**src/rtl/ysyx_24100006_wbu_commit.sv**
```systemverilog
// ysyx_24100006_wbu_commit: write-back/commit stage with GPR write, machine CSRs, trap/mret redirect and ebreak halt
//   clk, reset (async active-low)                    clock / reset
//   in_valid, in_ready                               MEM_WB handshake
//   pc_i .. is_break_i                               retired instruction fields
//   gpr_wen, gpr_waddr, gpr_wdata                    regfile write port
//   csr_raddr, csr_rdata                             decode-stage CSR read port
//   flush_o, redirect_valid, redirect_pc             one-cycle flush + IFU redirect
//   commit_valid, commit_pc, commit_npc              registered difftest trace
//   halt_o                                           ebreak retired
module ysyx_24100006_wbu_commit #(
    parameter logic [31:0] MTVEC_RST   = 32'h0000_0000,
    parameter logic [31:0] MSTATUS_RST = 32'h0000_1800,
    parameter int          CNT_W       = 64
) (
    input  logic        clk,
    input  logic        reset,
    input  logic        in_valid,
    output logic        in_ready,
    input  logic [31:0] pc_i,
    input  logic [31:0] npc_i,
    input  logic [31:0] alu_result_i,
    input  logic [31:0] sext_imm_i,
    input  logic [31:0] Mem_rdata_i,
    input  logic [31:0] rs1_data_i,
    input  logic [31:0] rdata_csr_i,
    input  logic [3:0]  Gpr_Write_Addr_i,
    input  logic        Gpr_Write_i,
    input  logic [2:0]  Gpr_Write_RD_i,
    input  logic [1:0]  Csr_Write_RD_i,
    input  logic [11:0] Csr_Write_Addr_i,
    input  logic        Csr_Write_i,
    input  logic        irq_i,
    input  logic [7:0]  irq_no_i,
    input  logic        is_mret_i,
    input  logic        is_break_i,
    output logic        gpr_wen,
    output logic [3:0]  gpr_waddr,
    output logic [31:0] gpr_wdata,
    input  logic [11:0] csr_raddr,
    output logic [31:0] csr_rdata,
    output logic        flush_o,
    output logic        redirect_valid,
    output logic [31:0] redirect_pc,
    output logic        commit_valid,
    output logic [31:0] commit_pc,
    output logic [31:0] commit_npc,
    output logic        halt_o
);
    typedef enum logic [1:0] {RUN, TRAP, HALT} state_t;
    state_t state;
    logic [31:0] mstatus, mtvec, mepc, mcause;
    logic [31:0] csr_wdata, mstatus_nx, mtvec_nx, mepc_nx, mcause_nx, trap_pc;
    logic [CNT_W-1:0] minstret;
    logic [63:0] cnt;
    logic accept, csr_we, is_trap, is_mret, is_brk;
    // in_ready is gated by reset so nothing is accepted or written while reset is held
    assign in_ready = reset & (state == RUN);
    assign accept   = in_valid & in_ready;
    assign is_trap  = accept & irq_i;
    assign is_mret  = accept & ~irq_i & is_mret_i;
    assign is_brk   = accept & ~irq_i & ~is_mret_i & is_break_i;
    assign gpr_wen   = accept & Gpr_Write_i & (Gpr_Write_Addr_i != 4'd0) & ~irq_i & ~is_mret_i;
    assign gpr_waddr = Gpr_Write_Addr_i;
    assign gpr_wdata = Gpr_Write_RD_i == 3'd0 ? alu_result_i :
                       Gpr_Write_RD_i == 3'd1 ? Mem_rdata_i :
                       Gpr_Write_RD_i == 3'd2 ? sext_imm_i :
                       Gpr_Write_RD_i == 3'd3 ? pc_i + 32'd4 :
                       Gpr_Write_RD_i == 3'd4 ? rdata_csr_i : 32'd0;
    assign csr_we    = accept & Csr_Write_i;
    assign csr_wdata = Csr_Write_RD_i == 2'd1 ? rdata_csr_i | rs1_data_i :
                       Csr_Write_RD_i == 2'd2 ? rdata_csr_i & ~rs1_data_i : rs1_data_i;
    // CSR values after this instruction's own CSR write; trap/mret side effects apply on top
    assign mstatus_nx = csr_we && Csr_Write_Addr_i == 12'h300 ? csr_wdata : mstatus;
    assign mtvec_nx   = csr_we && Csr_Write_Addr_i == 12'h305 ? {csr_wdata[31:2], 2'b00} : mtvec;
    assign mepc_nx    = csr_we && Csr_Write_Addr_i == 12'h341 ? csr_wdata : mepc;
    assign mcause_nx  = csr_we && Csr_Write_Addr_i == 12'h342 ? csr_wdata : mcause;
    assign trap_pc    = is_trap ? mtvec_nx : mepc_nx;
    assign cnt        = 64'(minstret);
    assign csr_rdata = csr_raddr == 12'h300 ? mstatus :
                       csr_raddr == 12'h305 ? mtvec :
                       csr_raddr == 12'h341 ? mepc :
                       csr_raddr == 12'h342 ? mcause :
                       csr_raddr == 12'hB02 ? cnt[31:0] :
                       csr_raddr == 12'hB82 ? cnt[63:32] : 32'd0;
    assign flush_o        = state == TRAP;
    assign redirect_valid = state == TRAP;
    assign halt_o         = state == HALT;
    always_ff @(posedge clk or negedge reset) begin
        if (!reset) begin
            state        <= RUN;
            mstatus      <= MSTATUS_RST;
            mtvec        <= MTVEC_RST;
            mepc         <= 32'd0;
            mcause       <= 32'd0;
            minstret     <= '0;
            redirect_pc  <= 32'd0;
            commit_valid <= 1'b0;
            commit_pc    <= 32'd0;
            commit_npc   <= 32'd0;
        end else begin
            mtvec  <= mtvec_nx;
            mepc   <= is_trap ? pc_i : mepc_nx;
            mcause <= is_trap ? {24'd0, irq_no_i} : mcause_nx;
            // bit 7 = MPIE, bit 3 = MIE
            mstatus <= is_trap ? {mstatus_nx[31:8], mstatus_nx[3], mstatus_nx[6:4], 1'b0, mstatus_nx[2:0]} :
                       is_mret ? {mstatus_nx[31:8], 1'b1, mstatus_nx[6:4], mstatus_nx[7], mstatus_nx[2:0]} :
                       mstatus_nx;
            if (accept) minstret <= minstret + CNT_W'(1);
            if (is_trap | is_mret) redirect_pc <= trap_pc;
            commit_valid <= accept;
            if (accept) commit_pc <= pc_i;
            if (accept) commit_npc <= (is_trap | is_mret) ? trap_pc : npc_i;
            state <= state == TRAP ? RUN :
                     (is_trap | is_mret) ? TRAP :
                     is_brk ? HALT : state;
        end
    end
endmodule

```
**config.mk**
```make
export PLATFORM = sky130hd
export DESIGN_NAME = ysyx_24100006_wbu_commit
export DESIGN_NICKNAME = d
export VERILOG_FILES = /design/src/rtl/ysyx_24100006_wbu_commit.sv
export SDC_FILE = /design/constraint.sdc
export NUM_CORES = 1
export LEC_CHECK = 0
export ABC_AREA = 1
export CAP_MARGIN = 20
export CORE_AREA = 2 2 172 174
export DETAILED_ROUTE_END_ITERATION = 12
export DIE_AREA = 0 0 174 176
export DONT_BUFFER_PORTS = 1
export HOLD_SLACK_MARGIN = 0.02
export PLACE_DENSITY = 0.89
export SLEW_MARGIN = 30
export SYNTH_ARGS = -nofsm -noshare
export SYNTH_HDL_FRONTEND = slang
export SYNTH_SLANG_ARGS = --single-unit
```
**constraint.sdc**
```tcl
create_clock -name clk -period 1.9 [get_ports clk]
set_input_delay 0.095 -clock clk [delete_from_list [all_inputs] [get_ports clk]]
set_output_delay 0.095 -clock clk [all_outputs]
set_load 0.01 [all_outputs]
```
==> results by group, run 1 <==
Outcome
  – Status: aborted with a tool error
  – Fail Step: 5_1_grt
  – Err: [ERROR GRT-0232] Routing congestion too high. Check the congestion heatmap in the GUI.

Die
  – Starting Density: 0.643
  – Rows: 62
  – IO Pins: 443
  – DIE HEIGHT: 176 um
  – Die Span X: 174 um

Logic synthesis
  – Syn. warnings: 0
  – Syn Std Cell Area: 18300 sq um
  – Distinct cells, synth: 42
  – Flops & latches, synth: 291
  – Mapped Nets: 3036
  – Sequential-to-total area share from yosys stat: 0.397
  – Synthesized netlist cell count: 2761
  – Synth Flop Type: dfrtp_1
  – Number of flops mapped to enable cells by yosys: 0
  – Mean Syn Cell Area: 6.65 sq um
  – FFs w/ async S/R, synth: 1.00

Place
  – Placed insts: 3176
  – Post-detailed-placement half-perimeter wirelength: 58800 um
  – GPL Wtd Cong: 1.07
  – Port Buf Inserts: 0

STA
  – GR repair worst EP: gpr_wen
  – Worst End Pin Type: primary output

Global routing
  – Remaining global-route overflow: 5
  – GRT Total Usage: 0.660
  – Largest net degree at the start of global routing: 294

Clock network
  – Clk buf depth: 3
  – CTS sink count: 291
  – CTS buffer count: 34
  – Clk root buf: clkbuf_16
  – CTS H-tree lvls: 2
through the flow:
step                      setup slack (ps)  hold WS [ps]  area (sq um)
after CTS                             -112          -739         22300
after detailed placement             -91.4          -194         19800
after floorplan                        233          -201         18300
after global placement               -56.6          -195         19800
cell usage after synthesis, types with 2 or more instances:
library cell,number,area share
clkbuf_1,82,0.017
nor3_1,36,0.0098
inv_1,286,0.059
o21a_1,30,0.012
dfrtp_1,289,0.39
ha_1,2,0.0014
buf_1,12,0.0025
o31ai_1,7,0.0029
o2111ai_1,4,0.0019
nand2_1,932,0.19
or2_2,38,0.013
nand3b_1,3,0.0012
nand4_1,90,0.031
buf_2,39,0.011
a21oi_1,73,0.020
dfstp_2,2,0.0029
o21ai_0,192,0.052
xnor2_1,14,0.0067
nor3_2,3,0.0016
nand3_1,287,0.078
buf_4,8,0.0033
a22o_1,7,0.0033
nor2_2,5,0.0017
o211ai_1,3,0.0012
o22ai_1,5,0.0017
inv_2,6,0.0012
xor2_1,32,0.015
nor2_4,3,0.0018
o21ai_1,23,0.0063
nand3_2,3,0.0016
nor2_1,230,0.047
mux2_2,2,0.0012
nor4_1,3,0.0010
and2_1,2,0.00068
layer usage:
layer  global-route usage  GRT overflow
met4                0.634             1
met5                0.139             0
met2                0.900             3
met1                0.658             0
met3                0.438             1
cell families after synthesis:
family                     Yosys count  synth area share
adders and majority gates            2           0.00136
DFF                                291             0.397
and+or+nand+nor                   1640             0.383
muxes                                2           0.00123
AOI/OAI and AO/OA                  346             0.103
buffers and inverters              434            0.0931
xor gates and xnor gates            46            0.0220
timing repair:
item | 4_1_cts
endpoints found under the setup margin | 25
gates cloned | 1
resized for setup | 16
buffers inserted | 2
hold buffers | 115
hold endpoints to repair | 456
pin swaps | 2
==> run 2: changes to the inputs <==
--- a/config.mk
+++ b/config.mk
@@ -7,12 +7,11 @@
 export LEC_CHECK = 0
 export ABC_AREA = 1
 export CAP_MARGIN = 20
-export CORE_AREA = 2 2 172 174
+export CORE_MARGIN = 1
+export CORE_UTILIZATION = 40
 export DETAILED_ROUTE_END_ITERATION = 12
-export DIE_AREA = 0 0 174 176
 export DONT_BUFFER_PORTS = 1
-export HOLD_SLACK_MARGIN = 0.02
-export PLACE_DENSITY = 0.89
+export PLACE_DENSITY_LB_ADDON = 0.15
 export SLEW_MARGIN = 30
 export SYNTH_ARGS = -nofsm -noshare
 export SYNTH_HDL_FRONTEND = slang
==> run 2 against run 1 <==
Synthesized cell count unchanged. Area after synthesis unchanged. The flow now finishes, with violations (hold timing, setup timing).
==> results by group, run 2 <==
Clock network
  – CTS sink count: 291
  – Clock-pin slew of the registers on the worst-case setup and hold paths: 60 ps
  – CTS buffer count: 37
  – Clk buf depth: 3
  – CTS tree: done
  – Clock Latency Late Sink: 560 ps
  – Clk root buf: clkbuf_16
  – Post-CTS Hold Buffers: 125
  – CTS H-tree lvls: 2

Outcome
  – Status: finished, violations left
  – Failing checks: hold timing, setup timing

Die
  – DIE HEIGHT: 216 um
  – Die Span X: 216 um
  – Rows: 78
  – Starting Density: 0.405
  – IO Pins: 443
  – Core area: 45300 sq um
  – Die ar.: 46700 sq um

STA
  – Slew headroom: 0.258
  – Clk_skew: 16.5 ps
  – Part of the cycle the worst path needs: 1.04
  – Worst setup margin: -66.8 ps
  – Final TNS setup: -1050 ps
  – FMAX: 0.508 GHz
  – RSZ-0062 raised after global routing: true
  – Hold Vio Cnt, Final: 291
  – Max-slew violation count: 0
  – Hold WS: -762 ps
  – Post-route minimum period: 1970 ps
  – Setup Viol. Count Final: 45
  – Slew @ Worst Pin: 1110 ps

Global routing
  – GRT Total Usage: 0.346
  – Met3 usage in global routing: 0.0584
  – Global routing's busiest layer: met2
  – Grt met1 use: 0.437
  – Remaining global-route overflow: 0
  – Initial antenna violation count: 12
  – Largest net degree at the start of global routing: 294
  – Vias in the first global route: 19616
  – Met2 Resource Use GR: 0.569
  – First-pass GRT wire length: 122000 um

Power
  – Pwr dens: 611 nW/um^2
  – Max VDD drop: 561 uV
  – Overall Power: 14.6 mW
  – Lkg Pwr: 11.9 nW

Worst setup path
  – Worst Path Max Fanout: 9
  – Crit end category: register
  – Required time of the worst setup path: 2340 ps
  – Crit Path Category: register to register
  – Crit path DAT: 2400 ps
  – Startpoint Class: register

Final layout
  – Final #Nets: 3310
  – Most frequent cells in the layout: 912 x nand2_1, 283 x inv_1, 275 x dfrtp_1, 262 x nand3_1, 213 x buf_4
  – Max reg flops: 64
  – Layout cell share with drive strength beyond 1: 0.163
  – Area Growth Syn to Fin: 29.9%
  – Post-route design area: 23800 sq um
  – Number of fill cells: 4546
  – Commonest non-fill, non-tap cell in the layout: nand2_1

Logic synthesis
  – Number of flops mapped to enable cells by yosys: 0
  – Synth Area in XOR/XNOR: 0.0220
  – Simple-Gate Fraction of Synth Area: 0.383
  – Commonest cells post-synth: 932 x nand2_1, 289 x dfrtp_1, 287 x nand3_1
  – Synth Flop Type: dfrtp_1
  – Syn. warnings: 0
  – Mapped Nets: 3036
  – Most common cell in the netlist: nand2_1
  – Mux share of post-synthesis cell area: 0.00123
  – Flops & latches, synth: 291
  – Largest family of logic cells by synthesized area: simple AND/OR/NAND/NOR gates
  – Distinct cells, synth: 42
  – Yosys top cell area share: 0.394
  – Post-Synth Adder-Cell Area: 0.00136
  – Area contributors post-synth: dfrtp_1 39%, nand2_1 19%, nand3_1 7.8%, inv_1 5.9%, o21ai_0 5.2%
  – Synthesized netlist cell count: 2761
  – FFs w/ async S/R, synth: 1.00
  – Yosys top cell by area: dfrtp_1
  – Mean Syn Cell Area: 6.65 sq um
  – Sequential-to-total area share from yosys stat: 0.397
  – Post-synthesis compound-gate area fraction: 0.103
  – Syn Std Cell Area: 18300 sq um

Place
  – Post-DP Area: 20500 sq um
  – Place WS: -146 ps
  – Post-detailed-placement half-perimeter wirelength: 62600 um
  – Port Buf Inserts: 0
  – GPL Wtd Cong: 0.998

Drt
  – Final wirelength: 83000 um
  – Wirelength per Cell: 22.6 um
  – Final ANT Viol Nets: 0
  – DRC Markers: 0
  – TritonRoute pass-1 iters: 8
  – DR vias/cell: 5.50
  – Via count: 20228
  – Iter 0 DRT Violations: 1865

Min path
  – Hold crit path type: input pin to asynchronous set/reset pin

Job
  – Number of max-cap violations: 0
-- run 2: cell counts after synthesis --
Identical to the previous run, type by type.
-- run 2: worst max-delay path, stage by stage, from the launching register on --
cell and delay [ps]:
dfrtp_1 390, nor2_2 150, nand3_4 130, buf_12 230
nor2_8 90, buf_6 130, nand3_2 210, buf_4 250
mux2_2 270
-- run 2: final timing paths --
kind,startpoint,endpoint,slack (ps),cells past startpoint
worst min-delay path,reset,commit_valid,-760,0
worst max register to register,state[1],mstatus[1],-70,8
max in group asynchronous,reset,cnt[33],1680,0
worst min register to register,mcause[14],mcause[14],480,2
worst max-delay path,state[1],mstatus[1],-70,8
min in group clk,rdata_csr_i[14],mcause[14],20,6
-- run 2: repair_timing --
action                                  in CTS  in global routing
pin swaps                                    8                 21
cloned                                       1                  2
hold endpoints to repair                   470                291
endpoints found under the setup margin     124                204
resized for setup                           39                128
buffers inserted                            13                  9
-- run 2: metal layers --
metal,wire (um),share of wire
met2,39200,0.47
met1,33200,0.40
met4,4610,0.056
met5,0,0
met3,6010,0.072
-- run 2: final cells by class --
class / count / area (sq um) / area share
Clock buffer: 52 / 1070 / 0.0450
Tap cell: 600 / 751 / 0.0315
Inverter: 293 / 1110 / 0.0465
Clock inverter: 13 / 159 / 0.00667
Sequential cell: 291 / 7300 / 0.306
Timing Repair Buffer: 375 / 3530 / 0.148
Antenna cell: 14 / 35.0 / 0.00147
Multi-Input combinational cell: 2037 / 9870 / 0.414
-- run 2: cells by family after synthesis --
kind of cell / Yosys count
AND/OR/NAND/NOR: 1640
buffers and inverters: 434
AO/OA/AOI/OAI: 346
flip-flops: 291
XOR/XNOR: 46
multiplexers: 2
adder cells (fa/ha/maj): 2
-- run 2: stage by stage --
step | utilization | cells
after global placement | 0.453 | 3448
after detailed placement | 0.453 | 3448
after floorplan | - | 2761
after CTS | 0.513 | 3650
after global routing | 0.526 | 3673
final | 0.526 | 3675
-- run 2: power by group --
group          internal, mW  switching [mW]
Combinational         0.370           0.664
Clock                  4.35            2.99
Sequential             6.20               0
Note: power is estimated with default switching activity, not from simulation.
